--- src/rtl/mmu_tlb.sv ---
// Sv39 MMU front end: bare pass-through, TLB lookup, 3-level page walk.
// Define MMU_TLB_EN to build the fully-associative TLB; otherwise every translation walks.
package mmu_tlb_pkg;
    typedef logic [1:0] u2;
    localparam u2 PRIV_U = 2'd0;
    localparam u2 PRIV_S = 2'd1;
    localparam u2 PRIV_M = 2'd3;

    typedef logic [2:0] msize_t;
    localparam msize_t MSIZE8 = 3'd3;
    typedef logic [3:0] mlen_t;
    localparam mlen_t MLEN1 = 4'd0;
    typedef logic [1:0] axi_burst_t;
    localparam axi_burst_t AXI_BURST_FIXED = 2'd0;
    localparam axi_burst_t AXI_BURST_INCR = 2'd1;

    typedef struct packed {
        logic [3:0]  mode;
        logic [15:0] asid;
        logic [43:0] ppn;
    } satp_t;

    typedef struct packed {
        logic        valid;
        logic        is_write;
        msize_t      size;
        logic [63:0] addr;
        logic [7:0]  strobe;
        logic [63:0] data;
        mlen_t       len;
        axi_burst_t  burst;
    } cbus_req_t;

    typedef struct packed {
        logic        ready;
        logic        last;
        logic [63:0] data;
    } cbus_resp_t;
endpackage

module mmu_tlb
    import mmu_tlb_pkg::*;
#(
    parameter int TLB_ENTRIES = 8
) (
    input  logic       clk,
    input  logic       reset,
    input  satp_t      satp,
    input  u2          priviledgeMode,
    input  logic       sfence,
    input  cbus_req_t  ireq,
    output cbus_resp_t iresp,
    output cbus_req_t  oreq,
    input  cbus_resp_t oresp,
    output logic       page_fault,
    output logic       tlb_hit
);
    typedef enum logic [2:0] {
        IDLE, PTW_L2, PTW_L1, PTW_L0, ACCESS, RESP, FAULT
    } state_t;

    state_t state, state_n;

    cbus_req_t  oreq_n;
    cbus_resp_t iresp_n;
    logic       fault_n;
    logic       hit_n;

    logic [26:0] vpn;
    logic        bare;
    logic        beat;
    logic        in_walk;
    logic [1:0]  walk_lvl;
    logic [8:0]  next_idx;
    logic [63:0] pte;
    logic [43:0] pte_ppn;
    logic        pte_leaf;
    logic        pte_fault;

    logic        hit;
    logic [43:0] hit_ppn;
    logic [1:0]  hit_lvl;

    function automatic logic [63:0] phys_addr(
        input logic [43:0] ppn,
        input logic [1:0]  lvl,
        input logic [63:0] va
    );
        case (lvl)
            2'd2:    phys_addr = {8'b0, ppn[43:18], va[29:0]};
            2'd1:    phys_addr = {8'b0, ppn[43:9], va[20:0]};
            default: phys_addr = {8'b0, ppn, va[11:0]};
        endcase
    endfunction

    function automatic cbus_req_t pte_req(
        input logic [43:0] ppn,
        input logic [8:0]  idx
    );
        cbus_req_t r;
        r = '0;
        r.valid = 1'b1;
        r.size = MSIZE8;
        r.addr = {8'b0, ppn, 12'b0} + {52'b0, idx, 3'b0};
        r.len = MLEN1;
        r.burst = AXI_BURST_FIXED;
        return r;
    endfunction

    assign vpn = ireq.addr[38:12];
    assign bare = !ireq.addr[31]
        || priviledgeMode == PRIV_M
        || satp.mode == 4'd0;
    assign beat = oresp.ready && oresp.last;
    assign in_walk = state == PTW_L2
        || state == PTW_L1
        || state == PTW_L0;

    always_comb begin
        case (state)
            PTW_L2:  walk_lvl = 2'd2;
            PTW_L1:  walk_lvl = 2'd1;
            default: walk_lvl = 2'd0;
        endcase
    end

    assign next_idx = walk_lvl == 2'd2 ? vpn[17:9] : vpn[8:0];

    // PTE layout: V=0 R=1 W=2 X=3, ppn in [53:10]
    assign pte = oresp.data;
    assign pte_ppn = pte[53:10];
    assign pte_leaf = pte[1] | pte[2] | pte[3];
    assign pte_fault = !pte[0]
        || (!pte[1] && pte[2])
        || (!pte_leaf && walk_lvl == 2'd0)
        || (pte_leaf && walk_lvl == 2'd2 && pte_ppn[17:0] != '0)
        || (pte_leaf && walk_lvl == 2'd1 && pte_ppn[8:0] != '0);

    logic unused_bits;
    assign unused_bits = ^{satp.asid, pte[63:54], pte[9:4]};

`ifdef MMU_TLB_EN
    localparam int IW = $clog2(TLB_ENTRIES);

    logic [TLB_ENTRIES-1:0] tlb_v;
    logic [26:0]            tlb_vpn [TLB_ENTRIES];
    logic [43:0]            tlb_ppn [TLB_ENTRIES];
    logic [1:0]             tlb_lvl [TLB_ENTRIES];
    logic [IW-1:0]          rr;
    logic                   refill;

    assign refill = in_walk && beat && !pte_fault && pte_leaf;

    // superpage entries only compare the upper VPN fields
    always_comb begin
        logic [26:0] mask;
        hit = 1'b0;
        hit_ppn = '0;
        hit_lvl = '0;
        for (int i = 0; i < TLB_ENTRIES; i++) begin
            case (tlb_lvl[i])
                2'd2:    mask = 27'h7FC_0000;
                2'd1:    mask = 27'h7FF_FE00;
                default: mask = 27'h7FF_FFFF;
            endcase
            if (!hit && tlb_v[i] && ((vpn ^ tlb_vpn[i]) & mask) == '0) begin
                hit = 1'b1;
                hit_ppn = tlb_ppn[i];
                hit_lvl = tlb_lvl[i];
            end
        end
    end

    always_ff @(posedge clk or posedge reset) begin
        if (reset) begin
            tlb_v <= '0;
            rr <= '0;
        end else if (sfence) begin
            tlb_v <= '0;
        end else if (refill) begin
            tlb_v[rr] <= 1'b1;
            rr <= (rr == IW'(TLB_ENTRIES - 1)) ? '0 : rr + 1'b1;
        end
    end

    always_ff @(posedge clk) begin
        if (refill && !sfence) begin
            tlb_vpn[rr] <= vpn;
            tlb_ppn[rr] <= pte_ppn;
            tlb_lvl[rr] <= walk_lvl;
        end
    end
`else
    assign hit = 1'b0;
    assign hit_ppn = '0;
    assign hit_lvl = '0;

    logic        unused_sfence;
    logic [31:0] unused_entries;
    assign unused_sfence = sfence;
    assign unused_entries = 32'(TLB_ENTRIES);
`endif

    always_ff @(posedge clk or posedge reset) begin
        if (reset) state <= IDLE;
        else       state <= state_n;
    end

    always_comb begin
        state_n = state;
        case (state)
            IDLE: begin
                if (ireq.valid)
                    state_n = (bare || hit) ? ACCESS : PTW_L2;
            end
            PTW_L2, PTW_L1, PTW_L0: begin
                if (beat) begin
                    if (pte_fault)         state_n = FAULT;
                    else if (pte_leaf)     state_n = ACCESS;
                    else if (state == PTW_L2) state_n = PTW_L1;
                    else                   state_n = PTW_L0;
                end
            end
            ACCESS:  if (beat) state_n = RESP;
            RESP:    state_n = IDLE;
            FAULT:   state_n = IDLE;
            default: state_n = IDLE;
        endcase
    end

    always_comb begin
        oreq_n = oreq;
        iresp_n = '0;
        fault_n = 1'b0;
        hit_n = 1'b0;
        case (state)
            IDLE: begin
                if (ireq.valid) begin
                    if (bare) begin
                        oreq_n = ireq;
                        oreq_n.valid = 1'b1;
                    end else if (hit) begin
                        hit_n = 1'b1;
                        oreq_n = ireq;
                        oreq_n.valid = 1'b1;
                        oreq_n.addr = phys_addr(hit_ppn, hit_lvl, ireq.addr);
                    end else begin
                        oreq_n = pte_req(satp.ppn, vpn[26:18]);
                    end
                end
            end
            PTW_L2, PTW_L1, PTW_L0: begin
                if (beat) begin
                    if (pte_fault) begin
                        oreq_n = '0;
                        iresp_n.ready = 1'b1;
                        iresp_n.last = 1'b1;
                        fault_n = 1'b1;
                    end else if (pte_leaf) begin
                        oreq_n = ireq;
                        oreq_n.valid = 1'b1;
                        oreq_n.addr = phys_addr(pte_ppn, walk_lvl, ireq.addr);
                    end else begin
                        oreq_n = pte_req(pte_ppn, next_idx);
                    end
                end
            end
            ACCESS: begin
                if (beat) begin
                    oreq_n = '0;
                    iresp_n.ready = 1'b1;
                    iresp_n.last = 1'b1;
                    iresp_n.data = oresp.data;
                end
            end
            default: ;
        endcase
    end

    always_ff @(posedge clk or posedge reset) begin
        if (reset) begin
            oreq <= '0;
            iresp <= '0;
            page_fault <= 1'b0;
            tlb_hit <= 1'b0;
        end else begin
            oreq <= oreq_n;
            iresp <= iresp_n;
            page_fault <= fault_n;
            tlb_hit <= hit_n;
        end
    end
endmodule

--- config.mk ---
export PLATFORM = sky130hd
export DESIGN_NAME = mmu_tlb
export DESIGN_NICKNAME = d
export VERILOG_FILES = /design/src/rtl/mmu_tlb.sv
export SDC_FILE = /design/constraint.sdc
export NUM_CORES = 1
export LEC_CHECK = 0
export ABC_AREA = 1
export CAP_MARGIN = 25
export CORE_AREA = 2 2 194 196
export CTS_BUF_LIST = sky130_fd_sc_hd__clkbuf_8
export CTS_CLUSTER_DIAMETER = 150
export DETAILED_ROUTE_END_ITERATION = 16
export DIE_AREA = 0 0 196 198
export DONT_BUFFER_PORTS = 1
export HOLD_SLACK_MARGIN = 0.05
export PLACE_DENSITY_LB_ADDON = 0.08
export SLEW_MARGIN = 20
export SYNTH_ARGS = -nofsm -noshare
export SYNTH_HDL_FRONTEND = slang
export SYNTH_SLANG_ARGS = --single-unit
export TNS_END_PERCENT = 10
--- constraint.sdc ---
create_clock -name clk -period 8.45 [get_ports clk]
set_input_delay 0.845 -clock clk [delete_from_list [all_inputs] [get_ports clk]]
set_output_delay 0.845 -clock clk [all_outputs]
set_load 0.01 [all_outputs]
==> Word level (Yosys, flattened, before mapping) <==
Index checks and enable logic that the tools add are counted.
{ "op_classes": {"n_mux": 26, "n_eq_ne": 10, "bitwise_logic": 2, "add_sub_neg": 2, "n_reduce_logical": 26} }
{ "op_table": {"columns": ["op", "count"], "rows": [
  ["$mux W147", 4],
  ["$pmux W147 S3", 1],
  ["$mux W146", 2],
  ["$add A56 B12 Y57", 2],
  ["$mux W66", 1],
  ["$mux W64", 1],
  ["$pmux W30 S2", 1],
  ["$mux W3", 6],
  ["$reduce_bool A18 Y1", 1],
  ["$mux W9", 1],
  ["$pmux W3 S3", 1],
  ["$reduce_bool A9 Y1", 1],
  ["$pmux W2 S2", 2],
  ["$logic_and A1 B1 Y1", 7],
  ["$eq A3 B2 Y1 const B", 2],
  ["$logic_or A1 B1 Y1", 6],
  ["$ne A2 B2 Y1 const B", 3],
  ["$eq A2 B2 Y1 const B", 2],
  ["$logic_not A1 Y1", 4],
  ["$logic_not A4 Y1", 1],
  ["$mux W1", 4],
  ["$mux W2", 2],
  ["$reduce_and A4 Y1", 1],
  ["$eq A3 B1 Y1 const B", 1],
  ["other kinds (8)", 9]
]} }
{ "totals": {"inputBits": 282, "regBits": 217, "elab_cells": 79, "output_inout_bits": 215} }

==> Longest topological paths before layout <==
Gate-level depths: netlist of run 1.
{ "logic_depth": {"depth_word": 10, "ltp_mapped": 14, "mapped_depth_nobuf": 12} }

==> Least setup slack after synthesis of run 1 <==
OpenSTA, ideal clock, no wires.
{ "synth_timing": {"path_type": "input to register", "startpoint": "in oresp[1] (netlist name)", "endpoint": "reg oreq[100] (netlist name)", "t_required_ns": 8.373, "n_path_buf": 2, "stages": 9, "setup_time_ns": 0.077, "slack_ns": 6.352, "arrival_time_ns": 2.021, "cell_sequence": "inv_1 > nand3_1 > inv_1 > nor2_1 > a21oi_1 > buf_2 > buf_2 > nand4_1 > a21oi_1"} }
{ "synth_via": {"elab_chain_len": 10, "word_cells_on_any_way": 18, "classes_between": "4 x mux; 2 x bitwise; 12 x reduce/logical"} }
{ "synth_rtl": {"columns": ["item", "line", "rtl"], "rows": [
  ["start: declaration", "54", "input cbus_resp_t oresp,"],
  ["$or A1 B1 Y1 (2 in a row)", "132", "assign pte_leaf = pte[1] | pte[2] | pte[3];"],
  ["$logic_not A1 Y1", "135", "|| (!pte_leaf && walk_lvl == 2'd0)"],
  ["$logic_and A1 B1 Y1", "135", null],
  ["$logic_or A1 B1 Y1", "135", null],
  ["$logic_or A1 B1 Y1", "136", "|| (pte_leaf && walk_lvl == 2'd2 && pte_ppn[17:0] != '0)"],
  ["$logic_or A1 B1 Y1", "137", "|| (pte_leaf && walk_lvl == 2'd1 && pte_ppn[8:0] != '0);"],
  ["$mux W147 *", "254", "if (pte_fault) begin"],
  ["$mux W147 *", "253", "if (beat) begin"],
  ["$pmux W147 S3 *", "236", "case (state)"],
  ["end signal: assignment", "287", "oreq <= oreq_n;"],
  ["end: declaration", "53", "output cbus_req_t oreq,"]
]} }
Mark *: on every way between the ends. The rest lies on a longest branch, timed or not. The select of a mux whose other input is x is not followed.
A chain may end at the register's enable or synchronous reset.

==> Final worst setup path of run 1 <==
{ "layout_timing": {"startpoint": "reg state[0]", "endpoint": "reg oreq[74] (netlist name)"} }
{ "layout_via": {"elab_chain_len": 10, "word_cells_on_any_way": 26, "classes_between": "9 x eq/ne; 4 x mux; 13 x reduce/logical"} }
{ "layout_rtl": {"columns": ["item", "line", "rtl"], "rows": [
  ["start: declaration", "62", "state_t state, state_n;"],
  ["start signal: assignment", "206", "else state <= state_n;"],
  ["$eq A3 B2 Y1 or $eq A3 B1 Y1 (tied branches)", "120, 236", null],
  ["$pmux W2 S2", "120", "case (state)"],
  ["$eq A2 B2 Y1 or $logic_not A2 Y1 (tied branches)", "136, 135", null],
  ["$logic_and A1 B1 Y1, on equally long branches", "136, 135", null],
  ["$logic_and A1 B1 Y1 or $logic_or A1 B1 Y1 (tied branches)", "136, 135", null],
  ["$logic_or A1 B1 Y1", "136", null],
  ["$logic_or A1 B1 Y1", "137", null],
  ["$mux W147", "254", null],
  ["$mux W147", "253", null],
  ["$pmux W147 S3", "236", null]
]} }
Several ways; a longest one is shown, not always the timed one. The select of a mux whose other input is x is not followed.

==> results of run 1 <==
[power groups by stage]
stage / Combinational, µW / Clock (µW) / Sequential [µW]
2_1_floorplan: 1600 / 0 / 1680
3_3_place_gp: 1960 / 0 / 1820
3_5_place_dp: 1990 / 0 / 1810
4_1_cts: 2000 / 1090 / 1800
5_1_grt: 2260 / 1140 / 1820
6_report: 1960 / 1050 / 1790
[synthesized netlist by cell type]
| library cell | n | share of area |
|---|---|---|
| a21oi_1 | 80 | 0.038 |
| buf_1 | 2 | 0.00071 |
| buf_2 | 31 | 0.015 |
| buf_4 | 12 | 0.0085 |
| buf_6 | 4 | 0.0043 |
| clkbuf_1 | 45 | 0.016 |
| clkinv_1 | 2 | 0.00071 |
| conb_1 | 1 | 0.00035 |
| dfrtp_1 | 216 | 0.51 |
| ha_1 | 3 | 0.0036 |
| inv_1 | 120 | 0.043 |
| inv_2 | 7 | 0.0025 |
| nand2_1 | 377 | 0.13 |
| nand2_2 | 1 | 0.00059 |
| nand2_4 | 1 | 0.0011 |
| nand3_1 | 5 | 0.0024 |
| nand3_2 | 1 | 0.00095 |
| nand4_1 | 56 | 0.033 |
| nor2_1 | 380 | 0.14 |
| nor2_2 | 1 | 0.00059 |
| nor2_4 | 3 | 0.0032 |
| nor2_8 | 1 | 0.0019 |
| nor3_1 | 3 | 0.0014 |
| o211ai_1 | 1 | 0.00071 |
| o21ai_0 | 84 | 0.040 |
| o21ai_1 | 1 | 0.00047 |
| o21ai_2 | 1 | 0.00083 |
| o22ai_1 | 1 | 0.00059 |
[cell type report]
| class | instances | share of cell area |
|---|---|---|
| Sequential cell | 216 | 0.465 |
| Timing Repair Buffer | 11 | 0.00818 |
| Antenna cell | 2 | 0.000430 |
| Clock buffer | 51 | 0.0603 |
| Tap cell | 474 | 0.0510 |
| Multi-Input combinational cell | 1001 | 0.364 |
| Inverter | 129 | 0.0423 |
| Clock inverter | 18 | 0.00893 |
[sequential cells by signal (all words and copies together), names as in the netlist]
name	cells
oreq	147
iresp	65
state	3
page_fault	1
[kinds of logic (layout without fill, tap and decap cells)]
| family | count (synthesis) | in the layout | share of synthesized area |
|---|---|---|---|
| AO/OA/AOI/OAI | 168 | 168 | 0.0803 |
| adder cells (fa/ha/maj) | 3 | 3 | 0.00355 |
| buffers and inverters | 223 | 209 | 0.0900 |
| flip-flops | 216 | 216 | 0.512 |
| other | 1 | 3 | 0.000355 |
| AND/OR/NAND/NOR | 829 | 829 | 0.314 |
[worst paths after layout]
kind | startpoint | end | depth (start not counted)
max in group asynchronous | reset | oreq[74] | 2
setup / recovery | state[0] | oreq[74] | 13
hold / removal | reset | oreq[77] | 1
min in group clk | oresp[29] | iresp[29] | 2
hold reg to reg | oreq[33] | oreq[33] | 2
setup reg to reg | state[0] | oreq[74] | 13
[per-stage QoR]
step / util / cells / setup WS [ps]
2_1_floorplan: - / 1440 / 1700
6_report: 0.315 / 1902 / 4550
5_1_grt: 0.315 / 1902 / 4160
4_1_cts: 0.315 / 1900 / 4480
3_3_place_gp: 0.293 / 1831 / 4470
3_5_place_dp: 0.293 / 1831 / 4500
[metal layers]
metal  part of all wire  wire length [µm]
met5                  0                 0
met1               0.40             15700
met3              0.088              3430
met2               0.48             18700
met4              0.031              1220
==> flow_summary.ini, run 1 <==
[global_route]
grt_use_total = 0.193
use_met2 = 0.317
grt_pass1_vias = 8913
grt_pass1_wl_um = 56900
grt_overflow_total = 0
grtUsageMet1 = 0.236
met3_usage = 0.0659
grt_max_degree = 239
antenna_found_initial = 2
busiest_layer = met2

[timing]
clock-skew-final_ps = 20.7
grt_setup_unrepaired = false
hold_violations = 0
max_slew_margin = 0.291
fmax_mhz = 256
setup_viol = 0
hold_slack_ps = 264
finalMaxSlewViolations = 0
post-route-period-util = 0.461
tns_ps = 0
worstMarginPinSlew_ps = 1060
fin_crit_ps = 3900

[clock_network]
clkLatencyLatePin_ps = 590
path_clk_slew_ps = 60
clock_path_buffers = 3
numCtsBuffers = 41
root_buffer = clkbuf_8
htreeDepth = 2
cts-hold-fix-buffers = 0
clock_sinks = 216
cts_setup_buffers = 0
cts_repair_resize_count = 0
tritoncts = built

[layout]
multi_input_area_um2 = 4240
area_delta_synth_final_pct = 10.1
nNetsFinal = 1685
fill_cells = 4117
most-common-layout-cells = nor2_1, nand2_1, dfrtp_1
fin_area_um2 = 11600
seq_area_um2 = 5410
drive_gt1_frac = 0.0638
mostFrequentLayoutCell = nor2_1

[worst_setup_path]
worstSetupPathType = reg -> reg
crit_path_max_incr_delay_ps = 810
crit_fanout = 83
path_common_cell = inv_2
crit_slowest_cell = nor2_8
crit_required_ps = 8960
crit_chain = inv_2, nor3_1, inv_1, ha_1, nand2_4, nor2_8, inv_2, nor2_4, inv_2, nand2_2, buf_4, nand2_1, nand2_1
cp-end-kind = flop
worst_ep_arrival_time_ps = 4410
path_buf_inv = 5
ff2ff_setup_slack_ps = 4550
path_delay_family = simple AND/OR/NAND/NOR gates
cp-start-kind = flop

[die]
die_y_um = 198
die_width_um = 196
io_pins = 497
row_count = 71
coreArea_um2 = 37000
initial_core_util = 0.286
dieArea_um2 = 38800

[detailed_routing]
drtIter0Drc = 484
via_per_inst = 4.76
routed_wl_um = 39100
avgRoutedWirePerCell_um = 20.6
vias = 9060
drc = 0
drt-pass1-iter-count = 5
ant_nets = 0

[power]
p_sw_frac = 0.484
power_leakage_uw = 0.00597
finalPower_uw = 4790
p_comb_frac = 0.408
clkPwrFrac = 0.219
internal_power_uw = 2480
switchingPower_uw = 2320
p_seq_frac = 0.374
p_per_area_nw_per_um2 = 412
peakVddDrop_v = 0.000568

[synthesis]
syn_inst = 1440
synthDistinctLibCells = 28
ys_seq_area_frac = 0.512
syn_area_um2 = 10600
synth_fp_nets = 1725
avgSynthCellArea_um2 = 7.34
yosys_warnings = 0
ys_ff_latch = 216

[min_path]
hold_path_class = in -> async

[status]
status = finished clean

[flow_run]
cap_violations = 0

[place]
finalWeightedCongestion = 0.750
dp_hpwl_um = 25600
postPlaceCellArea_um2 = 10800
port_buffers = 0
Power figures use the tool's default switching activity.
==> run 2: changes to the inputs <==
==> constraint.sdc (replaced) <==
create_clock -name clk -period 3.7 [get_ports clk]
set_input_delay 0.37 -clock clk [delete_from_list [all_inputs] [get_ports clk]]
set_output_delay 0.37 -clock clk [all_outputs]
set_load 0.01 [all_outputs]
==> run 2 against run 1 <==
Net effect:
- setup slack got worse by 3700 ps
- critical path depth did not move
- first-iteration DRC count fell by 2.3%
- maximum frequency rose by 37%
- worst hold slack got worse by 160 ps
- die area did not move
- design area rose by 17%
- wire length rose by 1.8%
- clock skew fell by 7.2 ps
- sequential power rose by 130%
- global-route usage rose by 0.59 points
- flip-flop and latch count did not move
- largest cell class unchanged
==> flow_summary.ini, run 2 (synthesis gave the netlist of run 1 again) <==
[worst_setup_path]
path_delay_family = simple AND/OR/NAND/NOR gates
rr_startpoint = state[0]
path_buf_inv = 5
ff2ff_path_depth = 13
crit_chain = inv_2, nor3_1, inv_1, ha_1, nand2_4, nor2_8, inv_2, nor2_4, inv_2, nand2_2, buf_4, nand2_1, nand2_1
worstSetupPathType = reg -> reg
ff2ff_setup_slack_ps = 860
crit_slowest_cell = buf_4
crit_required_ps = 4210
cp-end-kind = flop
worst_ep_arrival_time_ps = 3350
r2r-end = oreq[11]
crit_path_max_incr_delay_ps = 690
cp-start-kind = flop
crit_fanout = 83
path_common_cell = inv_2

[layout]
mostFrequentLayoutCell = nor2_1
nNetsFinal = 1872
area_delta_synth_final_pct = 29.0
fin_util = 0.369
seq_area_um2 = 5410
top_regs = oreq: 147 flops, iresp: 65 flops, state: 3 flops
fill_cells = 3959
top_register = oreq
largest_reg_flops = 147
drive_gt1_frac = 0.0643
multi_input_area_um2 = 4240
most-common-layout-cells = nor2_1, nand2_1, dfrtp_1

[timing]
fin_crit_ps = 2840
grt_setup_unrepaired = false
hold_violations = 0
finalMaxSlewViolations = 0
worstMarginPinSlew_ps = 945
post-route-period-util = 0.767
fmax_mhz = 352
max_slew_margin = 0.370
tns_ps = 0
clock-skew-final_ps = 13.5
setup_viol = 0

[clock_network]
cts_repair_resize_count = 0
tritoncts = built
root_buffer = clkbuf_8
clock_path_buffers = 3
cts_setup_buffers = 0
htreeDepth = 2
numCtsBuffers = 42
path_clk_slew_ps = 60
cts-hold-fix-buffers = 177
clkLatencyLatePin_ps = 580
clock_sinks = 216

[global_route]
grt_max_degree = 110
grt_use_total = 0.199
grtUsageMet1 = 0.247
grt_pass1_vias = 9797
busiest_layer = met2
grt_overflow_total = 0
grt_pass1_wl_um = 59500
antenna_found_initial = 2
use_met2 = 0.323
met3_usage = 0.0562

[die]
dieArea_um2 = 38800
row_count = 71
die_width_um = 196
coreArea_um2 = 37000
initial_core_util = 0.286
io_pins = 497
die_y_um = 198

[detailed_routing]
ant_nets = 0
routed_wl_um = 39800
drc = 0
via_per_inst = 4.70
vias = 9836
drt-pass1-iter-count = 5
drtIter0Drc = 473
avgRoutedWirePerCell_um = 19.0

[min_path]
hp-start = ireq[107]
whs_path_depth = 4
hold_path_end = oreq[107]
hold_path_class = in -> reg

[power]
p_comb_frac = 0.420
clkPwrFrac = 0.223
p_seq_frac = 0.357
internal_power_uw = 6060
peakVddDrop_v = 0.000481
p_per_area_nw_per_um2 = 840
switchingPower_uw = 5390
power_leakage_uw = 0.00682
p_sw_frac = 0.471

[status]
status = finished clean

[place]
port_buffers = 0
dp_hpwl_um = 25900
finalWeightedCongestion = 0.797

[flow_run]
cap_violations = 0
run 2: layout make-up:
class | instances | area share
sequential | 216 | 0.397
multi-input combinational | 1001 | 0.311
timing repair buffer | 197 | 0.148
clock buffer | 57 | 0.0575
tap | 474 | 0.0435
inverter | 129 | 0.0358
clock inverter | 17 | 0.00762
antenna | 2 | 0.000367
run 2: power groups by stage:
stage                     clock network [µW]  registers (µW)  logic, µW
final                                   2550            4090       4810
after global routing                    2760            4160       5550
after CTS                               2670            4110       4900
after detailed placement                   0            4140       4720
after global placement                     0            4160       4580
after floorplan                            0            3830       3660
run 2: per-layer routing:
| metal | wire (µm) | part of all wire |
|---|---|---|
| met5 | 0 | 0 |
| met4 | 1500 | 0.038 |
| met3 | 3070 | 0.077 |
| met2 | 19100 | 0.48 |
| met1 | 16200 | 0.41 |
run 2: worst max-delay path by stage:
| stage | start | endpoint | slack, ps | cells after the start |
|---|---|---|---|---|
| 6_report | state[0] | oreq[11] | 860 | 13 |
| 5_1_grt | state[2] | oreq[70] | 540 | 11 |
| 4_1_cts | state[0] | oreq[11] | 820 | 13 |
| 3_5_place_dp | oresp[1] | oreq[11] | 830 | 11 |
| 3_3_place_gp | state[2] | oreq[127] | 850 | 11 |
| 2_1_floorplan | reset | iresp[0] | 520 | 1 |
run 2: per-stage QoR:
| stage | worst slack, ps | instance area, µm² | total power (µW) | instances | hold slack [ps] |
|---|---|---|---|---|---|
| CTS | 823 | 13600 | 11700 | 2091 | 50.3 |
| global placement | 853 | 10900 | 8740 | 1838 | 493 |
| finish | 861 | 13600 | 11500 | 2093 | 108 |
| floorplan | 518 | 10600 | 7490 | 1440 | 492 |
| detailed placement | 833 | 11000 | 8850 | 1840 | 496 |
| global route | 542 | 13600 | 12500 | 2093 | 88.1 |
run 2: worst reg2reg max path: cells and delay by family (launching register included):
kind          cells  cell delay [ps]
buf+inv           5             1020
flops             1              410
simple gates      7             1120
fa+ha+maj         1              220
==> run 3: changes to the inputs <==
==> constraint.sdc (replaced) <==
create_clock -name clk -period 2.8 [get_ports clk]
set_input_delay 0.28 -clock clk [delete_from_list [all_inputs] [get_ports clk]]
set_output_delay 0.28 -clock clk [all_outputs]
set_load 0.01 [all_outputs]
==> run 3 against run 2 <==
Net effect:
- count of clock-buffer cells in the layout shrank 1
- largest power group unchanged
- critical endpoint is now oreq[107]
- clock power grew 29%
- wire length grew 1.1%
==> flow_summary.ini, run 3 (synthesis gave the netlist of run 1 again) <==
[timing]
hold_violations = 0
tns_ps = 0
finalMaxSlewViolations = 0
clock-skew-final_ps = 17.6
grt_setup_unrepaired = false
max_slew_margin = 0.551
worstMarginPinSlew_ps = 672
post-route-period-util = 0.907
setup_viol = 0
fin_crit_ps = 2540
fmax_mhz = 394
setup_ws_ps = 262

[place]
dp_slack_ps = 286
finalWeightedCongestion = 0.781
dp_hpwl_um = 27100
dp.cells = 1854
port_buffers = 0

[clock_network]
numCtsBuffers = 42
path_clk_slew_ps = 60
htreeDepth = 2
cts_setup_buffers = 0
tritoncts = built
clkLatencyLatePin_ps = 560
root_buffer = clkbuf_8
clock_sinks = 216
clock_path_buffers = 3

[layout]
area_delta_synth_final_pct = 33.8
top_regs = oreq: 147 flops, iresp: 65 flops, state: 3 flops
final_cells = 2143
drive_gt1_frac = 0.0719
nNetsFinal = 1924
largest_reg_flops = 147
mostFrequentLayoutCell = nor2_1
fin_util = 0.383
fill_cells = 3891
top_register = oreq
most-common-layout-cells = nor2_1, nand2_1, dfrtp_1

[worst_setup_path]
worstSetupPathType = reg -> reg
cp-start-kind = flop
cp-end-kind = flop
crit_fanout = 53
crit_required_ps = 3250
worst_ep_arrival_time_ps = 2990

[die]
die_width_um = 196
io_pins = 497
die_y_um = 198
dieArea_um2 = 38800
initial_core_util = 0.286
row_count = 71
coreArea_um2 = 37000

[global_route]
grt_overflow_total = 0
grt_max_degree = 58
antenna_found_initial = 1
grt_pass1_vias = 10100
grt_use_total = 0.203
grt_pass1_wl_um = 60900

[detailed_routing]
drc = 0
drt-pass1-iter-count = 4
avgRoutedWirePerCell_um = 18.8
drtIter0Drc = 459
vias = 10000
ant_nets = 0
routed_wl_um = 40300
via_per_inst = 4.68

[status]
status = finished clean

[min_path]
hold_path_class = in -> reg

[power]
peakVddDrop_v = 0.000527
p_per_area_nw_per_um2 = 1090
power_leakage_uw = 0.00706

[flow_run]
cap_violations = 0
[run 3: cell types whose count changed in the layout (fill, tap and decap cells not counted), sizes merged]
| cell | delta |
|---|---|
| diode | -1 |
| clkinv | +3 |
| dlygate4sd3 | +38 |
| buf | +13 |
| clkinvlp | +1 |
| inv | -4 |
[run 3: critical path, cell delays in order (launching register included)]
cell	delay (ps)
dfrtp_1	430
nor3_1	280
inv_1	100
ha_1	230
nand2_4	110
nor2_8	40
clkbuf_8	260
o21ai_0	150
nor2_1	60
dlygate4sd3_1	560
nor2_1	100
a21oi_1	70
[run 3: per-layer routing]
| metal | track usage | vias up | share of wire |
|---|---|---|---|
| li1 | - | 4840 | - |
| met1 | 0.253 | 4744 | 0.41 |
| met2 | 0.336 | 368 | 0.48 |
| met3 | 0.0540 | 82 | 0.072 |
| met4 | 0.0777 | 0 | 0.032 |
| met5 | 0 | - | 0 |
[run 3: cell type report]
cell class              instances  area, µm²  area share
clock inverters                17       98.8     0.00699
diodes                          1       2.50    0.000177
flip-flops and latches        216       5410       0.382
multi-input cells            1001       4240       0.300
well taps                     474        593      0.0420
inverters                     129        488      0.0345
clock buffers                  56        771      0.0545
repair buffers                249       2540       0.180
[run 3: per-stage QoR]
stage                     total power [µW]  cell area (µm²)  hold WS (ps)
final                                15500            14100          94.9
after global routing                 16800            14100           108
after CTS                            15700            14100          51.0
after detailed placement             11900            11100           287
after global placement               11800            11100           287
after floorplan                       9900            10600           402
[run 3: final timing paths]
| path | from | endpoint | slack [ps] | cells past startpoint |
|---|---|---|---|---|
| max in group asynchronous | reset | oreq[109] | 1780 | 3 |
| setup / recovery | state[2] | oreq[107] | 260 | 11 |
| hold / removal | ireq[128] | oreq[128] | 90 | 4 |
| setup reg to reg | state[2] | oreq[107] | 260 | 11 |
| hold reg to reg | oreq[47] | oreq[47] | 550 | 2 |
| min in group asynchronous | reset | page_fault | 290 | 2 |
[run 3: where the power goes]
group          internal, µW  switching [µW]
clock network          1870            1440
logic                  2270            4480
registers              4140            1280
total                  8270            7190
[run 3: timing repair]
item | CTS | global route
gates resized for setup | 0 | 3
hold endpoints to repair | 226 | 0
endpoints found under the setup margin | 0 | 16
hold buffers | 215 | 0
